`config.mk`:
```
export PLATFORM = sky130hd
export DESIGN_NAME = cla_adder_arbiter
export DESIGN_NICKNAME = d
export VERILOG_FILES = /design/src/rtl/cla_pkg.sv /design/src/rtl/cla_16bit_lcu.sv /design/src/rtl/cla_adder_arbiter.sv
export SDC_FILE = /design/constraint.sdc
export NUM_CORES = 1
export LEC_CHECK = 0
export CAP_MARGIN = 25
export CELL_PAD_IN_SITES_DETAIL_PLACEMENT = 1
export CELL_PAD_IN_SITES_GLOBAL_PLACEMENT = 2
export CORE_ASPECT_RATIO = 2
export CORE_MARGIN = 2
export CORE_UTILIZATION = 24
export DETAILED_ROUTE_END_ITERATION = 10
export HOLD_SLACK_MARGIN = 0.12
export PLACE_DENSITY_LB_ADDON = 0.1
export SYNTH_ARGS = -nofsm -noshare
export SYNTH_HDL_FRONTEND = slang
export SYNTH_SLANG_ARGS = --single-unit
```
`constraint.sdc`:
```
create_clock -name clk -period 6.9 [get_ports clk]
set_clock_uncertainty 0.05 [all_clocks]
set_input_delay 0.69 -clock clk [delete_from_list [all_inputs] [get_ports clk]]
set_output_delay 0.69 -clock clk [all_outputs]
set_load 0.02 [all_outputs]
```
`src/rtl/cla_pkg.sv`:
```
// Shared types and constants for the arbitrated 16-bit carry look-ahead adder.
package cla_pkg;
    localparam int WIDTH = 16;
    localparam logic REQ0 = 1'b0;
    localparam logic REQ1 = 1'b1;

    typedef struct packed {
        logic [WIDTH-1:0] in1;
        logic [WIDTH-1:0] in2;
        logic             c_in;
    } operand_t;

    // Signed overflow: same-sign operands producing a result of the other sign.
    function automatic logic add_ovf(input logic a_msb, input logic b_msb, input logic s_msb);
        return (a_msb == b_msb) && (s_msb != a_msb);
    endfunction
endpackage

```
`src/rtl/cla_16bit_lcu.sv`:
```
// 16-bit carry look-ahead adder: four 4-bit CLA slices joined by a look-ahead carry unit.
module cla_4bit (
    input  logic [3:0] a,
    input  logic [3:0] b,
    input  logic       c_in,
    output logic [3:0] sum,
    output logic       p,
    output logic       g
);
    logic [3:0] bp, bg;
    logic [3:0] c;

    assign bp = a ^ b;
    assign bg = a & b;

    assign c[0] = c_in;
    assign c[1] = bg[0] | (bp[0] & c_in);
    assign c[2] = bg[1] | (bp[1] & bg[0]) | (bp[1] & bp[0] & c_in);
    assign c[3] = bg[2] | (bp[2] & bg[1]) | (bp[2] & bp[1] & bg[0])
                | (bp[2] & bp[1] & bp[0] & c_in);

    assign sum = bp ^ c;
    assign p   = &bp;
    assign g   = bg[3] | (bp[3] & bg[2]) | (bp[3] & bp[2] & bg[1])
               | (bp[3] & bp[2] & bp[1] & bg[0]);
endmodule

module cla_16bit_lcu
    import cla_pkg::*;
(
    input  logic [WIDTH-1:0] in1,
    input  logic [WIDTH-1:0] in2,
    input  logic             c_in,
    output logic [WIDTH-1:0] sum,
    output logic             c_out,
    output logic             p,
    output logic             g
);
    localparam int NUM_SLICES = WIDTH / 4;

    logic [NUM_SLICES-1:0] sp, sg;
    logic [NUM_SLICES:0]   c;

    // Slice carries come straight from the group terms, never rippling slice to slice.
    assign c[0] = c_in;
    assign c[1] = sg[0] | (sp[0] & c_in);
    assign c[2] = sg[1] | (sp[1] & sg[0]) | (sp[1] & sp[0] & c_in);
    assign c[3] = sg[2] | (sp[2] & sg[1]) | (sp[2] & sp[1] & sg[0])
                | (sp[2] & sp[1] & sp[0] & c_in);
    assign p    = &sp;
    assign g    = sg[3] | (sp[3] & sg[2]) | (sp[3] & sp[2] & sg[1])
                | (sp[3] & sp[2] & sp[1] & sg[0]);
    assign c[4] = g | (p & c_in);
    assign c_out = c[NUM_SLICES];

    genvar i;
    generate
        for (i = 0; i < NUM_SLICES; i++) begin : g_slice
            cla_4bit u_slice (
                .a   (in1[4*i +: 4]),
                .b   (in2[4*i +: 4]),
                .c_in(c[i]),
                .sum (sum[4*i +: 4]),
                .p   (sp[i]),
                .g   (sg[i])
            );
        end
    endgenerate
endmodule

```
`src/rtl/cla_adder_arbiter.sv`:
```
// Two requesters share one CLA through a round-robin (or fixed) arbiter; the sum lands
// in a single response register that can accept and drain in the same cycle.
module cla_adder_arbiter
    import cla_pkg::*;
#(
    parameter bit FIXED_PRIO = 1'b0
) (
    input  logic             clk,
    input  logic             rst,
    input  logic             req0_valid,
    output logic             req0_ready,
    input  logic [WIDTH-1:0] req0_in1,
    input  logic [WIDTH-1:0] req0_in2,
    input  logic             req0_c_in,
    input  logic             req1_valid,
    output logic             req1_ready,
    input  logic [WIDTH-1:0] req1_in1,
    input  logic [WIDTH-1:0] req1_in2,
    input  logic             req1_c_in,
    output logic             resp_valid,
    input  logic             resp_ready,
    output logic             resp_id,
    output logic [WIDTH-1:0] resp_sum,
    output logic             resp_c_out,
    output logic             resp_ovf
);
    logic             free, grant0, grant1, accept, win_id, last_id;
    operand_t         op0, op1, sel;
    logic [WIDTH-1:0] sum;
    logic             c_out;
    logic             lcu_p_unused, lcu_g_unused;

    assign free = !resp_valid || resp_ready;

    always_comb begin
        grant0 = 1'b0;
        grant1 = 1'b0;
        if (req0_valid && req1_valid) begin
            if (FIXED_PRIO || last_id == REQ1) grant0 = 1'b1;
            else                               grant1 = 1'b1;
        end else begin
            grant0 = req0_valid;
            grant1 = req1_valid;
        end
    end

    // Readys are masked during reset so nothing is lost in the cycle being cleared.
    assign req0_ready = free && grant0 && !rst;
    assign req1_ready = free && grant1 && !rst;
    assign accept     = req0_ready || req1_ready;
    assign win_id     = grant1 ? REQ1 : REQ0;

    assign op0 = {req0_in1, req0_in2, req0_c_in};
    assign op1 = {req1_in1, req1_in2, req1_c_in};
    assign sel = grant1 ? op1 : op0;

    cla_16bit_lcu u_lcu (
        .in1  (sel.in1),
        .in2  (sel.in2),
        .c_in (sel.c_in),
        .sum  (sum),
        .c_out(c_out),
        .p    (lcu_p_unused),
        .g    (lcu_g_unused)
    );

    always_ff @(posedge clk) begin
        if (rst) begin
            resp_valid <= 1'b0;
            resp_id    <= REQ0;
            resp_sum   <= '0;
            resp_c_out <= 1'b0;
            resp_ovf   <= 1'b0;
            last_id    <= REQ1;
        end else if (accept) begin
            resp_valid <= 1'b1;
            resp_id    <= win_id;
            resp_sum   <= sum;
            resp_c_out <= c_out;
            resp_ovf   <= add_ovf(sel.in1[WIDTH-1], sel.in2[WIDTH-1], sum[WIDTH-1]);
            last_id    <= win_id;
        end else if (resp_ready) begin
            resp_valid <= 1'b0;
        end
    end
endmodule

```
Word-level counts from Yosys, hierarchy flattened
Index checks and enable logic that the tools add are counted.
{"block": "word_totals", "reg_bits": 21, "in_bits": 71, "elab_cells": 161, "output_inout_bits": 22}
{"block": "classes", "bitwise_logic": 129, "reduce_logical": 16, "eq_ne": 2, "muxes": 8}
{"op": "1-bit bitwise AND", "n": 71}
{"op": "1-bit OR", "n": 46}
{"op": "33-bit 2-to-1 mux", "n": 1}
{"op": "4-bit XOR", "n": 8}
{"op": "4-bit bitwise AND", "n": 4}
{"op": "16-bit AND reduction", "n": 1}
{"op": "4-bit AND reduction", "n": 4}
{"op": "1-bit 2-to-1 mux", "n": 7}
{"op": "1-bit logical AND", "n": 6}
{"op": "1-bit zero test", "n": 2}
{"op": "1-bit logical OR", "n": 2}
{"op": "2-bit nonzero test", "n": 1}
{"op": "1-bit == test", "n": 1}
{"op": "1-bit inequality test", "n": 1}

Logic depth before layout (Yosys ltp)
{"block": "logic_depth", "depth_word": 17, "mapped_depth": 15, "depth_no_buf": 14}

Modules after synthesis
From an unflattened synthesis, not the netlist that was laid out.
{"block": "hier_totals", "hier_cells": 247, "area_unflattened_um2": 2185.8}
{"mod": "cla_adder_arbiter", "area_each_um2": 1395.1, "n_inst": 1, "seq_area_each_um2": 420.4, "cells_per_inst": 149}
{"mod": "cla_4bit", "area_each_um2": 182.7, "n_inst": 4, "seq_area_each_um2": 0.0, "cells_per_inst": 22}
{"mod": "cla_16bit_lcu", "area_each_um2": 60.1, "n_inst": 1, "seq_area_each_um2": 0.0, "cells_per_inst": 10}

Worst setup path after synthesis
Ideal clock, no wire load.
{"block": "synth_path", "path_kind": "input -> register", "start": "input port req1_valid", "end": "register resp_sum[13]", "t_arrival_ns": 3.693, "slack_ns": 3.087, "n_path_buf": 1, "required_ns": 6.780, "setup_ns": 0.070, "stages": 14, "path_cell_list": "a21boi_4 -> buf_1 -> mux2_2 -> ha_1 -> nand3_1 -> mux2i_1 -> o211ai_2 -> and4_1 -> nor2_1 -> nor2_1 -> fa_1 -> xnor2_1 -> nand2_1 -> a21oi_1"}
{"block": "synth_via", "elab_chain_len": 15, "word_cells_on_any_way": 55, "classes_between": "mux (3); bitwise (43); reduce/logical (9)"}
{"element": "start, declared", "line": "cla_adder_arbiter.sv:15", "source": "input logic req1_valid,"}
{"element": "1-bit logical AND", "line": "cla_adder_arbiter.sv:38", "source": "if (req0_valid && req1_valid) begin"}
{"element": "1-bit 2-to-1 mux", "line": "cla_adder_arbiter.sv:38"}
{"element": "33-bit 2-to-1 mux", "line": "cla_adder_arbiter.sv:55", "source": "assign sel = grant1 ? op1 : op0;"}
{"element": "4-bit XOR / 4-bit bitwise AND (equally long branches)", "line": "cla_16bit_lcu.sv:13, cla_16bit_lcu.sv:14"}
{"element": "1-bit bitwise AND, on equally long branches", "line": "cla_16bit_lcu.sv:24, cla_16bit_lcu.sv:25"}
{"element": "1-bit OR (tied with other cells)", "line": "cla_16bit_lcu.sv:24", "source": "assign g = bg[3] | (bp[3] & bg[2]) | (bp[3] & bp[2] & bg[1])"}
{"element": "1-bit OR / 1-bit bitwise AND (equally long branches)", "line": "cla_16bit_lcu.sv:24, cla_16bit_lcu.sv:25"}
{"element": "1-bit OR", "line": "cla_16bit_lcu.sv:25", "source": "| (bp[3] & bp[2] & bp[1] & bg[0]);"}
{"element": "1-bit bitwise AND", "line": "cla_16bit_lcu.sv:48", "source": "assign c[3] = sg[2] | (sp[2] & sg[1]) | (sp[2] & sp[1] & sg[0])"}
{"element": "1-bit OR (2 in series)", "line": "cla_16bit_lcu.sv:48"}
{"element": "1-bit OR", "line": "cla_16bit_lcu.sv:49", "source": "| (sp[2] & sp[1] & sp[0] & c_in);"}
{"element": "1-bit bitwise AND", "line": "cla_16bit_lcu.sv:17", "source": "assign c[1] = bg[0] | (bp[0] & c_in);"}
{"element": "1-bit OR", "line": "cla_16bit_lcu.sv:17"}
{"element": "4-bit XOR", "line": "cla_16bit_lcu.sv:22", "source": "assign sum = bp ^ c;"}
{"element": "end signal, assigned", "line": "cla_adder_arbiter.sv:78", "source": "resp_sum <= sum;"}
{"element": "end, declared", "line": "cla_adder_arbiter.sv:23", "source": "output logic [WIDTH-1:0] resp_sum,"}
Parallel ways exist; a longest one is shown, timed or not.
A chain may end at the register's enable or synchronous reset.

Worst setup path in the final report
Ends and elaborated chain as after synthesis.

==> impl_metrics.yaml <==
status:
  outcome: "complete, no violations"
power_and_ir_drop:
  p_switching_mw: 0.182
  clkPwrFrac_pct: 23.3
  power.leakage_nw: 1.17
  irDropWorstVdd_uv: 92.8
  p_seq_share_pct: 27.7
  powerDensity_nw_per_um2: 182
  power_mw: 0.538
  swShare_pct: 33.8
  combPwrFrac_pct: 49.0
  internal_power_mw: 0.356
cells_and_area:
  final_area_um2: 2950
  nNetsFinal: 395
  finalNonFillerCells: 397
  diodes: 0
  post-route-util_pct: 39.1
  drive_above_1_share_pct: 12.9
  final_common_cell: "clkdlybuf4s50_1"
  mostFrequentLayoutCells: "clkdlybuf4s50_1, mux2_2, dfxtp_1, nor2_1, ha_1"
  areaGrowthSynthToFinish_pct: 60.0
sta:
  tns_ns: 0
  tightest_slew_ns: 0.772
  timing.final.crit_share_pct: 65.1
  finalMaxSlewViolations: 0
  fin_ws_ns: 2.41
  hold_slack_ns: 0.409
  final-setup-viol-count: 0
  max_freq_mhz: 223
  rsz0062_at_grt: "false"
  max_slew_margin_pct: 48.4
  fin_crit_ns: 4.49
  hold_viol: 0
min_path:
  hold_class: "reg2reg"
  min_from: "resp_sum[13]"
logic_synthesis:
  ys_warn_count: 0
  synth_top_area_cell: "dfxtp_1"
  synth-seq-area-share_pct: 22.8
  synth_area_per_cell_um2: 8.66
  syn_nets: 304
  synthTopCellsByArea: "dfxtp_1, mux2_2, ha_1, fa_1, xnor2_1"
  ys_seq_elements: 21
  syn_inst: 213
  synthesis.area_um2: 1850
  ys_types: 36
  yosys.area.top_type_share_pct: 22.8
  dominantRegCellSynth: "dfxtp_1"
  synthArstFlopShare_pct: 0
  synth-edff-count: 0
cts:
  clk_pin_slew_ns: 0.06
  cts_tree: "done"
  cts_num_sinks: 21
  clock_path_buffers: 2
  post_cts_buffers: 0
  cts_root_buffer: "clkbuf_16"
  ctsHoldBuffers: 0
  cts_max_level: 1
  cts.repair.resized: 0
  numCtsBuffers: 3
  clk-insertion-delay-late_ns: 0.25
drt:
  dr_wl_met2_mm: 3.58
  first_iter_violations: 49
  via_per_inst: 4.78
  topRoutingLayerUsed: "met4"
  wire_per_inst_um: 15.1
  num_vias: 1896
  wl_met3_um: 196
  wl_met1_mm: 2.16
  drc: 0
  postRouteAntennaNets: 0
  dr.pass1.iters: 4
  routed_wl_mm: 6.01
setup_path:
  cp_data_required_time_ns: 7.03
  path_max_fanout: 22
  end_kind: "register"
  critPathMaxStageDelay_ns: 0.68
  cpMaxStageDelayCell: "a21boi_4"
  worstSetupPathType: "in2reg"
  rr_startpoint: "last_id"
  worstSetupStartpointType: "primary input"
  cp-startpoint: "req1_valid"
  arrival_ns: 4.62
  path_cells: "clkdlybuf4s50_1, a21boi_4, buf_4, mux2_2, ha_1, a21oi_1, nor2b_1, o21ai_0, and4_1, nor2_1, nor2_1, fa_1, xnor2_1, nand2_1, a21oi_1"
floorplanning:
  io_pins: 93
  die_area_um2: 8450
  row_count: 45
  coreArea_um2: 7540
  die_h_um: 128
  dieWidth_um: 66.0
  initial_core_util_pct: 24.5
placement:
  dp.final_hpwl_mm: 5.06
  dpl.cell_count: 393
  dpl_cell_area_um2: 2870
  post-place-ws_ns: 2.07
  port_buffers: 92
  gp_congestion: 0.751
grt:
  globalRouteOverflowTotal: 0
  grt_max_degree: 24
  grt_pass1_vias: 2068
  grt_pass1_wl_mm: 9.92
  antenna_found_initial: 0
  grt_usage_pct: 15.2
run:
  maxCapViolCount: 0
-- area by class of cell --
class	instances	area, um^2
clock buffer	3	75.1
clock inverter	1	5.00
fill	894	4590
inverter	10	37.5
multi-input combinational	174	1360
sequential	21	420
tap	94	118
timing repair buffer	94	936
-- power groups by stage --
stage	logic (mW)	clock network (mW)	registers, mW
floorplan	0.134	0	0.171
global placement	0.266	0	0.152
detailed placement	0.268	0	0.152
CTS	0.269	0.130	0.149
global route	0.294	0.135	0.151
finish	0.263	0.125	0.149
-- flip-flops by register name, summed over array words and instances (netlist names) --
register and cells:
last_id 1, resp_c_out 1, resp_ovf 1, resp_valid 1, resp_id 1, resp_sum 16
-- layer usage --
| metal | vias to the layer above | GRT usage [%] |
|---|---|---|
| met1 | 894 | 15.8 |
| met3 | 4 | 1.67 |
| met4 | 0 | 4.08 |
| met5 | - | 0 |
| li1 | 948 | - |
| met2 | 50 | 30.7 |
-- Yosys cell counts (6+ instances only) --
cell,count
xnor2_1,8
o21ai_0,9
dfxtp_1,21
mux2i_1,6
nand2_1,15
a21oi_1,13
clkbuf_1,7
inv_1,10
nand3_1,10
ha_1,16
mux2_2,28
nor2_1,17
-- final timing paths --
kind / end / slack, ns / cells past startpoint
min: resp_sum[13] / 0.41 / 2
max reg2reg: resp_sum[13] / 3.11 / 14
max: resp_sum[13] / 2.41 / 15
min reg2reg: resp_sum[13] / 0.41 / 2
-- worst max-delay path, delay by kind of cell --
kind,cells,cell delay [ns]
buf+inv,2,0.92
simple gates,5,0.74
fa+ha+maj,2,0.73
mux,1,0.36
compound gates,4,1.02
xor+xnor,1,0.14
-- logic make-up after synthesis --
logic type      synth area share [%]
flops                           22.8
buf+inv                         3.66
mux                             20.3
xor+xnor                        3.80
simple gates                    17.2
compound gates                  17.0
fa+ha+maj                       15.2
Power figures use the tool's default switching activity.
